## config.mk

```make
export PLATFORM = sky130hd
export DESIGN_NAME = sequence_serializer_flat
export DESIGN_NICKNAME = d
export VERILOG_FILES = /design/src/rtl/sequence_serializer_if.sv /design/src/rtl/sequence_serializer.sv /design/src/flat_wrapper.sv
export SDC_FILE = /design/constraint.sdc
export NUM_CORES = 1
export LEC_CHECK = 0
export CELL_PAD_IN_SITES_DETAIL_PLACEMENT = 2
export CELL_PAD_IN_SITES_GLOBAL_PLACEMENT = 2
export CORE_UTILIZATION = 42
export DETAILED_ROUTE_END_ITERATION = 10
export PLACE_DENSITY_LB_ADDON = 0.1
export SETUP_SLACK_MARGIN = 0.05
export SLEW_MARGIN = 20
export SYNTH_ARGS = -nofsm -noshare
export SYNTH_HDL_FRONTEND = slang
export SYNTH_SLANG_ARGS = --single-unit
```

## constraint.sdc

```tcl
create_clock -name clk -period 3.25 [get_ports clk]
set_input_delay 0.65 -clock clk [delete_from_list [all_inputs] [get_ports clk]]
set_output_delay 0.65 -clock clk [all_outputs]
set_load 0.005 [all_outputs]
```

## src/rtl/sequence_serializer_if.sv

```systemverilog
`default_nettype none
// ============================================================================
// Module   : sequence_serializer_if
// Brief    : Frame-input handshake and serial-output bundle for the serializer.
// Revision : 1.0 - initial release
// ============================================================================
interface sequence_serializer_if #(
   parameter int FRAME_W = 4
);
   logic [FRAME_W-1:0] in_data;
   logic               in_valid;
   logic               in_ready;
   logic               A;
   logic               a_valid;
   logic               frame_start;
   logic [7:0]         match_cnt;
   logic               busy;

   modport master (
      output in_data, in_valid,
      input  in_ready, A, a_valid, frame_start, match_cnt, busy
   );

   modport slave (
      input  in_data, in_valid,
      output in_ready, A, a_valid, frame_start, match_cnt, busy
   );
endinterface
`default_nettype wire

```

## src/rtl/sequence_serializer.sv

```systemverilog
`default_nettype none
// ============================================================================
// Module   : sequence_serializer
// Brief    : FIFO-buffered frame serializer, MSB first, gapless back-to-back.
// Revision : 1.0 - initial release
// ============================================================================
module sequence_serializer #(
   parameter int                 FRAME_W   = 4,
   parameter int                 DEPTH     = 4,
   parameter logic [FRAME_W-1:0] MATCH_PAT = 4'b1101
) (
   input wire logic             clk,
   input wire logic             reset,
   sequence_serializer_if.slave bus
);
   localparam int              AW         = $clog2(DEPTH);
   localparam int              BW         = (FRAME_W > 1) ? $clog2(FRAME_W) : 1;
   localparam logic [AW:0]     c_DEPTH    = (AW+1)'(DEPTH);
   localparam logic [BW-1:0]   c_LAST_BIT = BW'(FRAME_W-1);

   typedef enum logic [0:0] {
      S_IDLE  = 1'b0,
      S_SHIFT = 1'b1
   } state_t;

   state_t             r_state;
   state_t             w_state_nxt;
   logic [FRAME_W-1:0] r_mem [DEPTH];
   logic [AW-1:0]      r_wr_ptr;
   logic [AW-1:0]      r_rd_ptr;
   logic [AW:0]        r_count;
   logic [FRAME_W-1:0] r_shift;
   logic [BW-1:0]      r_bit_idx;
   logic               r_a;
   logic               r_a_valid;
   logic               r_frame_start;
   logic [7:0]         r_match_cnt;
   logic               w_push;
   logic               w_pop;
   logic               w_empty;
   logic               w_last_bit;
   logic [FRAME_W-1:0] w_head;

   assign w_empty      = (r_count == '0);
   assign bus.in_ready = (r_count < c_DEPTH);
   assign w_push       = bus.in_valid && bus.in_ready;
   assign w_head       = r_mem[r_rd_ptr];
   assign w_last_bit   = (r_bit_idx == c_LAST_BIT);

   always_ff @(posedge clk or negedge reset) begin
      if (!reset) begin
         r_state <= S_IDLE;
      end else begin
         r_state <= w_state_nxt;
      end
   end

   always_comb begin
      w_state_nxt = r_state;
      w_pop       = 1'b0;
      case (r_state)
         S_IDLE: begin
            if (!w_empty) begin
               w_pop       = 1'b1;
               w_state_nxt = S_SHIFT;
            end
         end
         S_SHIFT: begin
            if (w_last_bit) begin
               if (!w_empty) begin
                  w_pop = 1'b1;
               end else begin
                  w_state_nxt = S_IDLE;
               end
            end
         end
         default: w_state_nxt = S_IDLE;
      endcase
   end

   // Storage is never read before being written, so it needs no reset.
   always_ff @(posedge clk) begin
      if (w_push) begin
         r_mem[r_wr_ptr] <= bus.in_data;
      end
   end

   always_ff @(posedge clk or negedge reset) begin
      if (!reset) begin
         r_wr_ptr <= '0;
         r_rd_ptr <= '0;
         r_count  <= '0;
      end else begin
         if (w_push) r_wr_ptr <= r_wr_ptr + 1'b1;
         if (w_pop)  r_rd_ptr <= r_rd_ptr + 1'b1;
         case ({w_push, w_pop})
            2'b10:   r_count <= r_count + 1'b1;
            2'b01:   r_count <= r_count - 1'b1;
            default: r_count <= r_count;
         endcase
      end
   end

   // The MSB goes straight to A on the pop edge; r_shift holds the remainder.
   always_ff @(posedge clk or negedge reset) begin
      if (!reset) begin
         r_shift       <= '0;
         r_bit_idx     <= '0;
         r_a           <= 1'b0;
         r_a_valid     <= 1'b0;
         r_frame_start <= 1'b0;
         r_match_cnt   <= '0;
      end else begin
         if (w_pop) begin
            r_shift       <= w_head << 1;
            r_a           <= w_head[FRAME_W-1];
            r_a_valid     <= 1'b1;
            r_frame_start <= 1'b1;
            r_bit_idx     <= '0;
         end else if ((r_state == S_SHIFT) && !w_last_bit) begin
            r_shift       <= r_shift << 1;
            r_a           <= r_shift[FRAME_W-1];
            r_a_valid     <= 1'b1;
            r_frame_start <= 1'b0;
            r_bit_idx     <= r_bit_idx + 1'b1;
         end else begin
            r_a           <= 1'b0;
            r_a_valid     <= 1'b0;
            r_frame_start <= 1'b0;
         end
         if (w_pop && (w_head == MATCH_PAT) && (r_match_cnt != 8'hFF)) begin
            r_match_cnt <= r_match_cnt + 1'b1;
         end
      end
   end

   assign bus.A           = r_a;
   assign bus.a_valid     = r_a_valid;
   assign bus.frame_start = r_frame_start;
   assign bus.match_cnt   = r_match_cnt;
   assign bus.busy        = (r_state == S_SHIFT) || !w_empty;

endmodule
`default_nettype wire

```

## src/flat_wrapper.sv

```systemverilog
// flat-port wrapper written by rule: the top's interface ports become plain ports
module sequence_serializer_flat 
#(
   parameter int                 FRAME_W   = 4,
   parameter int                 DEPTH     = 4,
   parameter logic [FRAME_W-1:0] MATCH_PAT = 4'b1101
)
  (clk, reset, bus_in_data, bus_in_valid, bus_in_ready, bus_A, bus_a_valid, bus_frame_start, bus_match_cnt, bus_busy);
  sequence_serializer_if #(.FRAME_W(FRAME_W)) bus_i ();
  input wire logic clk;
  input wire logic reset;
  input wire logic [$bits(bus_i.in_data)-1:0] bus_in_data;
  input wire logic [$bits(bus_i.in_valid)-1:0] bus_in_valid;
  output wire logic [$bits(bus_i.in_ready)-1:0] bus_in_ready;
  output wire logic [$bits(bus_i.A)-1:0] bus_A;
  output wire logic [$bits(bus_i.a_valid)-1:0] bus_a_valid;
  output wire logic [$bits(bus_i.frame_start)-1:0] bus_frame_start;
  output wire logic [$bits(bus_i.match_cnt)-1:0] bus_match_cnt;
  output wire logic [$bits(bus_i.busy)-1:0] bus_busy;
  assign bus_i.in_data = bus_in_data;
  assign bus_i.in_valid = bus_in_valid;
  assign bus_in_ready = bus_i.in_ready;
  assign bus_A = bus_i.A;
  assign bus_a_valid = bus_i.a_valid;
  assign bus_frame_start = bus_i.frame_start;
  assign bus_match_cnt = bus_i.match_cnt;
  assign bus_busy = bus_i.busy;
  sequence_serializer #(.FRAME_W(FRAME_W), .DEPTH(DEPTH), .MATCH_PAT(MATCH_PAT)) u_core (.clk(clk), .reset(reset), .bus(bus_i));
endmodule
```

### Word level (Yosys, flattened, before mapping)

Memory sizes are Yosys's and may differ from the RTL's.
Cells that the tools add are included.

* bits in registers: 25
* RAM bits: 16
* input bits: 7
* output and inout port bits: 13
* memories kept: 1

* $add $sub $neg: 6
* order comparisons: 1
* equal/unequal tests: 5
* multiplexer cells: 17
* bitwise logic cells: 1
* reduce and logical (&&, ||, !) cells: 10

Memories
* u_core.r_mem: depth 4, bits a word 4, read ports 1, clocked after Yosys merged registers in 0, wr ports 1, line sequence_serializer.sv:28 `logic [FRAME_W-1:0] r_mem [DEPTH];`

Operators with widths (count)
* two-way mux 1 bit: 10
* adder 8 x 1 -> 8 bit (second input constant): 1
* two-way mux 4 bit: 2
* inequality test 8 bit (second input constant): 1
* adder 2 x 1 -> 2 bit (second input constant): 3
* case mux 3 bit (2 select lines): 1
* == test 2 bit (second input constant): 2
* == test 4 bit (second input constant): 1
* logical AND 1 bit: 4
* two-way mux 2 bit: 2
* case mux 1 bit (2 select lines): 2
* nonzero test 2 bit: 2
* adder 3 x 1 -> 3 bit (second input constant): 1
* zero test 3 bit: 1
* less-than comparator 3 bit (second input constant): 1
* subtractor 3 x 1 -> 3 bit (second input constant): 1
* == test 2 x 1 -> 1 bit (second input constant): 1
* zero test 1 bit: 2
* logical OR 1 bit: 1
* inverter 1 bit: 1

### Depth between registers and ports, before layout

Gate-level depths: netlist (run 1).

* word-level depth: 6
* mapped depth: 10
* mapped depth without buffers: 9

### Least setup slack after synthesis (run 1)

No wires, ideal clock.

* path kind: register to register
* start: reg u_core.r_bit_idx[0]
* end: reg u_core.r_count[2]
* library setup time: 0.080 ns
* data arrival time: 1.934 ns
* slack: 1.236 ns
* stages on the path, launching flop included: 11
* buffers on the path: 1
* period minus slack after synthesis: 2.014 ns
* cells stage by stage: dfrtp_1 -> ha_1 -> nor2b_1 -> clkbuf_1 -> nor2_1 -> ha_1 -> inv_1 -> fa_1 -> xor2_1 -> nor2_1 -> xnor2_1

* word-level cells in the longest chain between the ends: 5
* elaborated cells on any way between the ends: 7

Ends and longest elaborated chain
* from (decl): line sequence_serializer.sv:33 `logic [BW-1:0] r_bit_idx;`
* from (signal assigned): line sequence_serializer.sv:125 `r_bit_idx <= r_bit_idx + 1'b1;`
* == test 2 bit *: line sequence_serializer.sv:48 `assign w_last_bit = (r_bit_idx == c_LAST_BIT);`
* two-way mux 1 bit *: line sequence_serializer.sv:69 `if (w_last_bit) begin`
* case mux 1 bit (2 select lines) *: line sequence_serializer.sv:61 `case (r_state)`
* named net u_core.w_pop: line sequence_serializer.sv:39 `logic w_pop;`
* == test 2 x 1 -> 1 bit or == test 2 bit (tied branches): line sequence_serializer.sv:96 `case ({w_push, w_pop})`
* case mux 3 bit (2 select lines) or nonzero test 2 bit (tied branches)
* to (signal assigned): line sequence_serializer.sv:97 `2'b10: r_count <= r_count + 1'b1;`
* to (signal assigned): line sequence_serializer.sv:98 `2'b01: r_count <= r_count - 1'b1;`
* to (signal assigned): line sequence_serializer.sv:99 `default: r_count <= r_count;`
* to (decl): line sequence_serializer.sv:31 `logic [AW:0] r_count;`

The timed path passes the listed nets; every way through them passes the cells marked *.
A chain may end at the register's enable or synchronous reset.

### Worst setup path in the final report (run 1)

* start: reg u_core.r_count[0]
* end: out bus_busy

* word-level cells in the longest chain between the ends: 3

Ends and longest elaborated chain
* zero test 3 bit: line sequence_serializer.sv:44 `assign w_empty = (r_count == '0);`
* zero test 1 bit
* logical OR 1 bit: line sequence_serializer.sv:141 `assign bus.busy = (r_state == S_SHIFT) || !w_empty;`
* to (decl): line flat_wrapper.sv:19 `output wire logic [$bits(bus_i.busy)-1:0] bus_busy;`

No other way between the ends.

==> results.toml, run 1 <==
[floorplan]
die_area_sq_um = 4570
dieHeight_um = 67.6
io_pins = 20
core_area_sq_um = 4060
die_w_um = 67.6
rows = 23
initial_core_util = 0.446

[run]
drv_cap = 0

[timing]
fin_crit_ns = 2.50
worstMarginPinSlew_ns = 0.628
rsz0062_at_grt = "no"
hold_viol = 0
drv_slew = 0
period_share = 0.768
slew_headroom = 0.578
finalSetupViolCount = 0
clock.fmax_mhz = 401
tns_ns = 0
skew_ns = 0.0130

[critical_path]
path_buf_inv = 1
cp_slowest_cell = "nor3_1"
path_max_fanout = 6
critPathKind = "reg2out"
required_ns = 2.60
critical_path.cell_chain = "nor3_1 > nand2b_1 > clkdlybuf4s50_1"
end_kind = "primary output"
arrival_ns = 1.85
cp_slowest_stage_delay_ns = 0.56
crit_path_start_kind = "register"
path_delay_family = "simple AND/OR/NAND/NOR gates"

[pwr]
power_mw = 1.80
p_leak_nw = 0.894
powerDensity_nw_per_um2 = 829
vdd_drop_max_mv = 0.428

[detailed_routing]
drc = 0
via_count = 1064
ant_nets = 0
vias_per_cell = 5.19
routed_wl_um = 3620
firstDrtPassIters = 4
wl_per_cell_um = 17.6
drtIter0Drc = 28

[cells_and_area]
stdcell_count = 205
final_area_sq_um = 2170
insertedDiodeCount = 0
layout.nets = 169
drive_above_1_share = 0.142
syn_to_final_growth_pct = 20.0

[place]
dp_hpwl_um = 2640
dpl-instance-area_sq_um = 2050
port-buffer-count = 19
gp_congestion = 0.666
dp_cells = 197

[grt]
antenna_found_initial = 0
grt_pass1_wl_um = 6010
grt_max_degree = 25
grt-ovfl-total = 0
grt_use_total = 0.189
grt_pass1_vias = 1196

[clock_network]
cts_tree = "done"
numCtsBuffers = 5
cts_max_level = 2
cts_resized = 0
clock_sinks = 40
insertion_delay_ns = 0.30
clockRootBuffer = "clkbuf_8"
cts_buffer_depth = 2
clkTransAtPathRegs_ns = 0.08
postCtsSetupBuffers = 0
ctsHoldBuffers = 0

[yosys]
synthFlopType = "dfrtp_1"
synthSimpleGateAreaFrac = 0.156
syn_nets = 145
yosysWarningCount = 0
post_synth_num_cell_types = 28
synth_top_area_share = 0.332
seq_area_frac_synth = 0.598
synth_area_leaders = "dfrtp_1 33%, edfxtp_1 27%, mux4_2 5.0%, ha_1 4.8%, xor2_1 3.4%"
synth_cells = 130
synth_edf_count = 16
synth_common_cells = "24 x dfrtp_1, 16 x edfxtp_1, 10 x nand2_1"
syn_area_per_cell_sq_um = 13.9
synth-xor-area-share = 0.0581
synth.most_common_cell = "dfrtp_1"
ys_async_sr_fraction = 0.600
synthMuxAreaShare = 0.0844
synth_seq_cells = 40
yosysTopAreaCell = "dfrtp_1"
synth_compound_area_frac = 0.0159
netlist_area_sq_um = 1810
synth_top_family_by_area = "simple AND/OR/NAND/NOR gates"
synth_adder_area_share = 0.0595

[worst_hold_path]
hp-class = "reg2reg"

[run_status]
outcome = "complete, no violations"
cell type report:
class	instances	area, sq um
clock buffers	5	68.8
clock inverters	3	47.5
fillers	375	1890
inverters	8	30.0
multi-input cells	78	676
flip-flops and latches	40	1080
well taps	50	62.6
repair buffers	21	205
final timing paths:
| check | from | to | slack (ns) | depth (start not counted) |
|---|---|---|---|---|
| max in group asynchronous | reset | u_core.r_count[2] | 2.27 | 2 |
| min in group asynchronous | reset | u_core.r_shift[2] | 0.72 | 2 |
| max reg2reg | u_core.r_bit_idx[0] | u_core.r_count[2] | 0.91 | 9 |
| max | u_core.r_count[0] | bus_busy | 0.75 | 3 |
| min | u_core.r_bit_idx[0] | u_core.r_bit_idx[0] | 0.51 | 1 |
| min reg2reg | u_core.r_bit_idx[0] | u_core.r_bit_idx[0] | 0.51 | 1 |
per-layer routing:
metal	part of all wire	vias to the layer above	routed length (um)	global-route usage
li1	-	504	-	-
met1	0.43	531	1540	0.225
met2	0.52	21	1880	0.313
met3	0.034	8	122	0.0557
met4	0.021	0	75	0.0851
met5	0	-	0	0
stage by stage:
step                hold slack, ns   util  setup slack, ns
floorplan                    0.354      -             1.24
global route                 0.532  0.535            0.577
CTS                          0.515  0.535            0.728
detailed placement           0.495  0.506            0.576
global placement             0.465  0.506            0.791
finish                       0.507  0.535            0.754
sequential cells by signal, summed over array words and instances, names as in the netlist:
name,cells
u_core.bus.frame_start,1
u_core.r_rd_ptr,2
u_core.r_bit_idx,2
u_core.bus.A,1
u_core.r_shift,3
u_core.bus.a_valid,1
u_core.r_count,3
u_core.bus.match_cnt,8
u_core.r_mem,16
u_core.r_state,1
u_core.r_wr_ptr,2
cell usage in the layout (no fill, tap or decap), drive strengths merged:
cell type      instances
ha                     7
a22o                   1
nor4b                  2
and4                   1
buf                    2
clkinv                 2
dfrtp                 24
clkdlybuf4s50         19
or3                    1
nor3                   4
nor2b                  2
nor2                   4
and2                   4
xor2                   7
nor4                   3
clkbuf                 5
nand3b                 1
edfxtp                16
nand3                  8
mux2                   2
xnor2                  5
bufinv                 1
nand2                 10
mux2i                  4
inv                    8
fa                     1
nand2b                 3
mux4                   4
o21ai                  4
worst reg2reg max path: cells and delay by family (launching register included):
family        cells  cell delay [ns]
flops             1             0.41
simple gates      3             0.77
xor+xnor          2             0.29
fa+ha+maj         3             0.69
buf+inv           1             0.08
where the power goes:
| part | internal, mW | total, mW | switching [mW] |
|---|---|---|---|
| Combinational | 0.287 | 0.616 | 0.330 |
| Sequential | 0.657 | 0.763 | 0.106 |
| Clock | 0.231 | 0.420 | 0.189 |
kinds of logic (layout without fill, tap and decap cells):
logic type | count (synthesis) | after routing
adder cells (fa/ha/maj) | 8 | 8
multiplexers | 10 | 10
XOR/XNOR | 12 | 12
AO/OA/AOI/OAI | 5 | 5
buffers and inverters | 12 | 37
AND/OR/NAND/NOR | 43 | 43
flip-flops | 40 | 40
(Power assumes the default switching activity.)
==> inputs of run 2 (changes only) <==
--- a/config.mk
+++ b/config.mk
@@ -7,7 +7,7 @@
 export LEC_CHECK = 0
 export CELL_PAD_IN_SITES_DETAIL_PLACEMENT = 2
 export CELL_PAD_IN_SITES_GLOBAL_PLACEMENT = 2
-export CORE_UTILIZATION = 42
+export CORE_UTILIZATION = 39
 export DETAILED_ROUTE_END_ITERATION = 10
 export PLACE_DENSITY_LB_ADDON = 0.1
 export SETUP_SLACK_MARGIN = 0.05
==> constraint.sdc (replaced) <==
create_clock -name clk -period 2.3 [get_ports clk]
set_input_delay 0.46 -clock clk [delete_from_list [all_inputs] [get_ports clk]]
set_output_delay 0.46 -clock clk [all_outputs]
set_load 0.005 [all_outputs]
==> results.toml, run 2 (same netlist as run 1, synthesis figures left out) <==
[run_status]
outcome = "complete, no violations"

[floorplan]
dieHeight_um = 70.1
rows = 24
die_w_um = 70.1
die_area_sq_um = 4920
core_area_sq_um = 4410
io_pins = 20
initial_core_util = 0.410

[cells_and_area]
largest_reg_flops = 16
final_cell_mix = "24 x dfrtp_1, 19 x clkdlybuf4s50_1, 16 x edfxtp_1"
syn_to_final_growth_pct = 22.0
multi_input_area_sq_um = 681
layout.nets = 173
register_area_sq_um = 1080
drive_above_1_share = 0.170
insertedDiodeCount = 0
n_fill_cell = 416
mostFrequentLayoutCell = "dfrtp_1"
largest_register = "u_core.r_mem"

[critical_path]
required_ns = 2.50
end_kind = "register"
arrival_ns = 2.33
critPathKind = "reg2reg"
regToRegStartpoint = "u_core.bus.match_cnt[0]"
path_max_fanout = 5
crit_path_start_kind = "register"
startpoint = "u_core.bus.match_cnt[0]"

[grt]
antenna_found_initial = 0
grt_max_degree = 25
grt_use_total = 0.176
grt_pass1_wl_um = 6440
grt-ovfl-total = 0
grt_pass1_vias = 1238

[clock_network]
clockRootBuffer = "clkbuf_8"
clock_sinks = 40
cts_buffer_depth = 2
cts_max_level = 2
numCtsBuffers = 5
insertion_delay_ns = 0.31
cts_tree = "done"
clkTransAtPathRegs_ns = 0.10

[timing]
fin_crit_ns = 2.13
hold_viol = 0
hold_ws_ns = 0.507
period_share = 0.927
final.setup.worst_slack_ns = 0.168
clock.fmax_mhz = 469
slew_headroom = 0.398
tns_ns = 0
worstMarginPinSlew_ns = 0.897
skew_ns = 0.0165
drv_slew = 0
rsz0062_at_grt = "no"
finalSetupViolCount = 0

[pwr]
switching_power_mw = 0.894
sw_frac_of_total = 0.344
vdd_drop_max_mv = 0.475
power_mw = 2.60
seq_power_share = 0.412
cellInternalPower_mw = 1.71
powerDensity_nw_per_um2 = 1180
p_leak_nw = 0.911
power_frac_comb = 0.358
p_clk_frac = 0.230

[detailed_routing]
drc = 0
firstDrtPassIters = 4
drtIter0Drc = 24
via_count = 1061
wl_per_cell_um = 17.6
vias_per_cell = 5.03
ant_nets = 0
routed_wl_um = 3710

[place]
place_ws_ns = 0.0868
port-buffer-count = 19
gp_congestion = 0.674
dp_hpwl_um = 2710

[worst_hold_path]
hp-class = "in2async"

[run]
drv_cap = 0
run 2: cell types whose count changed in the layout (fill, tap and decap cells not counted):
cell / previous run / this run
clkinv_4: 2 / 0
inv_6: 0 / 1
nor3_2: 1 / 2
nor3_1: 3 / 2
buf_4: 2 / 6
clkinvlp_4: 0 / 1
run 2: metal layers:
layer	share of wire	track usage	up-vias
met2	0.51	0.287	16
met1	0.45	0.232	529
li1	-	-	509
met5	0	0	-
met3	0.026	0.0361	7
met4	0.016	0.0667	0
run 2: layout make-up:
class	count	share of cell area
flip-flops and latches	40	0.490
multi-input cells	78	0.308
repair buffers	25	0.107
clock buffers	5	0.0312
well taps	52	0.0295
clock inverters	3	0.0210
inverters	8	0.0136
run 2: final timing paths:
path / to / slack [ns] / depth (start not counted)
worst max-delay path: u_core.bus.match_cnt[1] / 0.17 / 5
worst min-delay path: u_core.bus.match_cnt[6] / 0.51 / 2
worst max register to register: u_core.bus.match_cnt[1] / 0.17 / 5
worst min register to register: u_core.r_bit_idx[0] / 0.51 / 1
max in group asynchronous: u_core.bus.match_cnt[0] / 1.53 / 2
min in group clk: u_core.r_bit_idx[0] / 0.51 / 1
run 2: metrics by stage:
step	util	instance area, sq um	instances
floorplan	-	1810	130
global placement	0.473	2090	203
detailed placement	0.473	2090	203
CTS	0.499	2200	211
global route	0.500	2210	211
finish	0.500	2210	211
run 2: power by group through the flow:
stage | logic (mW) | clock network, mW | registers, mW
after floorplan | 0.640 | 0 | 1.04
after global placement | 0.871 | 0 | 1.06
after detailed placement | 0.938 | 0 | 1.08
after CTS | 0.953 | 0.610 | 1.07
after global routing | 1.05 | 0.638 | 1.10
final | 0.931 | 0.599 | 1.07
run 2: critical path, stage by stage (launching register included):
cell	delay, ns
dfrtp_1	0.45
ha_1	0.28
nand3_1	0.13
nor3_1	0.71
nor3_2	0.13
mux2_1	0.34
run 2: repair_timing:
| action | CTS | global route |
|---|---|---|
| setup endpoints to repair | 0 | 1 |
| setup buffers | 0 | 0 |
| resized for setup | 0 | 1 |
| hold buffers | 0 | 0 |
==> inputs of run 3 (changes only) <==
--- a/config.mk
+++ b/config.mk
@@ -5,7 +5,7 @@
 export SDC_FILE = /design/constraint.sdc
 export NUM_CORES = 1
 export LEC_CHECK = 0
-export CELL_PAD_IN_SITES_DETAIL_PLACEMENT = 2
+export CELL_PAD_IN_SITES_DETAIL_PLACEMENT = 1
 export CELL_PAD_IN_SITES_GLOBAL_PLACEMENT = 2
 export CORE_UTILIZATION = 39
 export DETAILED_ROUTE_END_ITERATION = 10
==> results.toml, run 3 (same netlist as run 1, synthesis figures left out) <==
[run_status]
outcome = "complete, no violations"

[floorplan]
die_w_um = 70.1
dieHeight_um = 70.1
io_pins = 20
rows = 24
core_area_sq_um = 4410
die_area_sq_um = 4920
initial_core_util = 0.410

[cells_and_area]
syn_to_final_growth_pct = 21.5
drive_above_1_share = 0.164
stdcell_count = 211
final_cell_mix = "24 x dfrtp_1, 19 x clkdlybuf4s50_1, 16 x edfxtp_1"
largest_register = "u_core.r_mem"
n_fill_cell = 458
insertedDiodeCount = 0
largest_reg_flops = 16
register_area_sq_um = 1080
mostFrequentLayoutCell = "dfrtp_1"
multi_input_area_sq_um = 676
layout.nets = 173

[detailed_routing]
firstDrtPassIters = 4
wl_per_cell_um = 15.3
vias_per_cell = 4.91
ant_nets = 0
drtIter0Drc = 39
routed_wl_um = 3230
via_count = 1036
drc = 0

[grt]
grt_pass1_vias = 1149
globalRouteMet3Util = 0.0447
grt_pass1_wl_um = 5620
antenna_found_initial = 0
grt_use_total = 0.153
met2_usage = 0.251
busiest_layer = "met2"
grtUsageMet1 = 0.189
grt-ovfl-total = 0
grt_max_degree = 25

[timing]
skew_ns = 0.00327
drv_slew = 0
finalSetupViolCount = 0
hold_viol = 0
slew_headroom = 0.464
worstMarginPinSlew_ns = 0.797
fin_crit_ns = 2.11
clock.fmax_mhz = 473
tns_ns = 0
period_share = 0.919
rsz0062_at_grt = "no"

[clock_network]
cts_resized = 0
cts_tree = "done"
clock_sinks = 40
ctsHoldBuffers = 0
postCtsSetupBuffers = 0
clockRootBuffer = "clkbuf_8"
cts_max_level = 2
clkTransAtPathRegs_ns = 0.08
numCtsBuffers = 5
insertion_delay_ns = 0.29
cts_buffer_depth = 2

[critical_path]
required_ns = 1.84
path_max_fanout = 5
end_kind = "primary output"
crit_path_start_kind = "register"
arrival_ns = 1.65
critPathKind = "reg2out"

[pwr]
powerDensity_nw_per_um2 = 1150
p_leak_nw = 0.910
vdd_drop_max_mv = 0.543

[place]
dp_cells = 203
gp_congestion = 0.674
port-buffer-count = 19
dp_hpwl_um = 2480

[run]
drv_cap = 0

[worst_hold_path]
hp-class = "reg2reg"
## run 3: cell types whose count changed in the layout (fill, tap and decap cells not counted), sizes merged
| cell | delta |
|---|---|
| clkinv | +1 |
| inv | -1 |
## run 3: path summary, 6_finish.rpt
path | startpoint | end | slack, ns | cells after the start
min in group asynchronous | reset | u_core.r_bit_idx[0] | 0.53 | 2
max reg2reg | u_core.bus.match_cnt[0] | u_core.bus.match_cnt[1] | 0.31 | 5
max | u_core.r_count[0] | bus_busy | 0.19 | 4
min reg2reg | u_core.r_bit_idx[0] | u_core.r_bit_idx[0] | 0.49 | 1
max in group asynchronous | reset | u_core.bus.match_cnt[3] | 1.53 | 2
min | u_core.r_bit_idx[0] | u_core.r_bit_idx[0] | 0.49 | 1
## run 3: stage by stage
stage	util	setup slack, ns	hold slack [ns]	total power [mW]	area (sq um)
2_1_floorplan	-	0.286	0.164	1.68	1810
3_3_place_gp	0.473	0.227	0.468	1.93	2090
3_5_place_dp	0.473	0.127	0.488	2.01	2090
4_1_cts	0.498	0.162	0.502	2.58	2200
5_1_grt	0.498	0.0718	0.534	2.74	2200
6_report	0.498	0.186	0.494	2.53	2200
## run 3: final cells by class
type | instances | share of cell area
Timing Repair Buffer | 25 | 0.107
Inverter | 8 | 0.0137
Sequential cell | 40 | 0.492
Multi-Input combinational cell | 78 | 0.307
Clock inverter | 3 | 0.0194
Clock buffer | 5 | 0.0313
Tap cell | 52 | 0.0296
## run 3: critical path, stage by stage, from the launching register on
cell,delay (ns)
dfrtp_1,0.42
nor3_1,0.27
buf_4,0.18
nand2b_1,0.05
clkdlybuf4s50_1,0.43
## run 3: layer usage
layer / share of wire / routed length [um]
met1: 0.42 / 1370
met2: 0.53 / 1700
met3: 0.036 / 117
met4: 0.013 / 42
met5: 0 / 0
## run 3: report_power, final
part           switching, mW  total (mW)  leakage, nW  internal (mW)
Sequential             0.127        1.05        0.446          0.928
Clock                  0.246       0.567       0.0541          0.321
Combinational          0.463       0.912        0.410          0.449
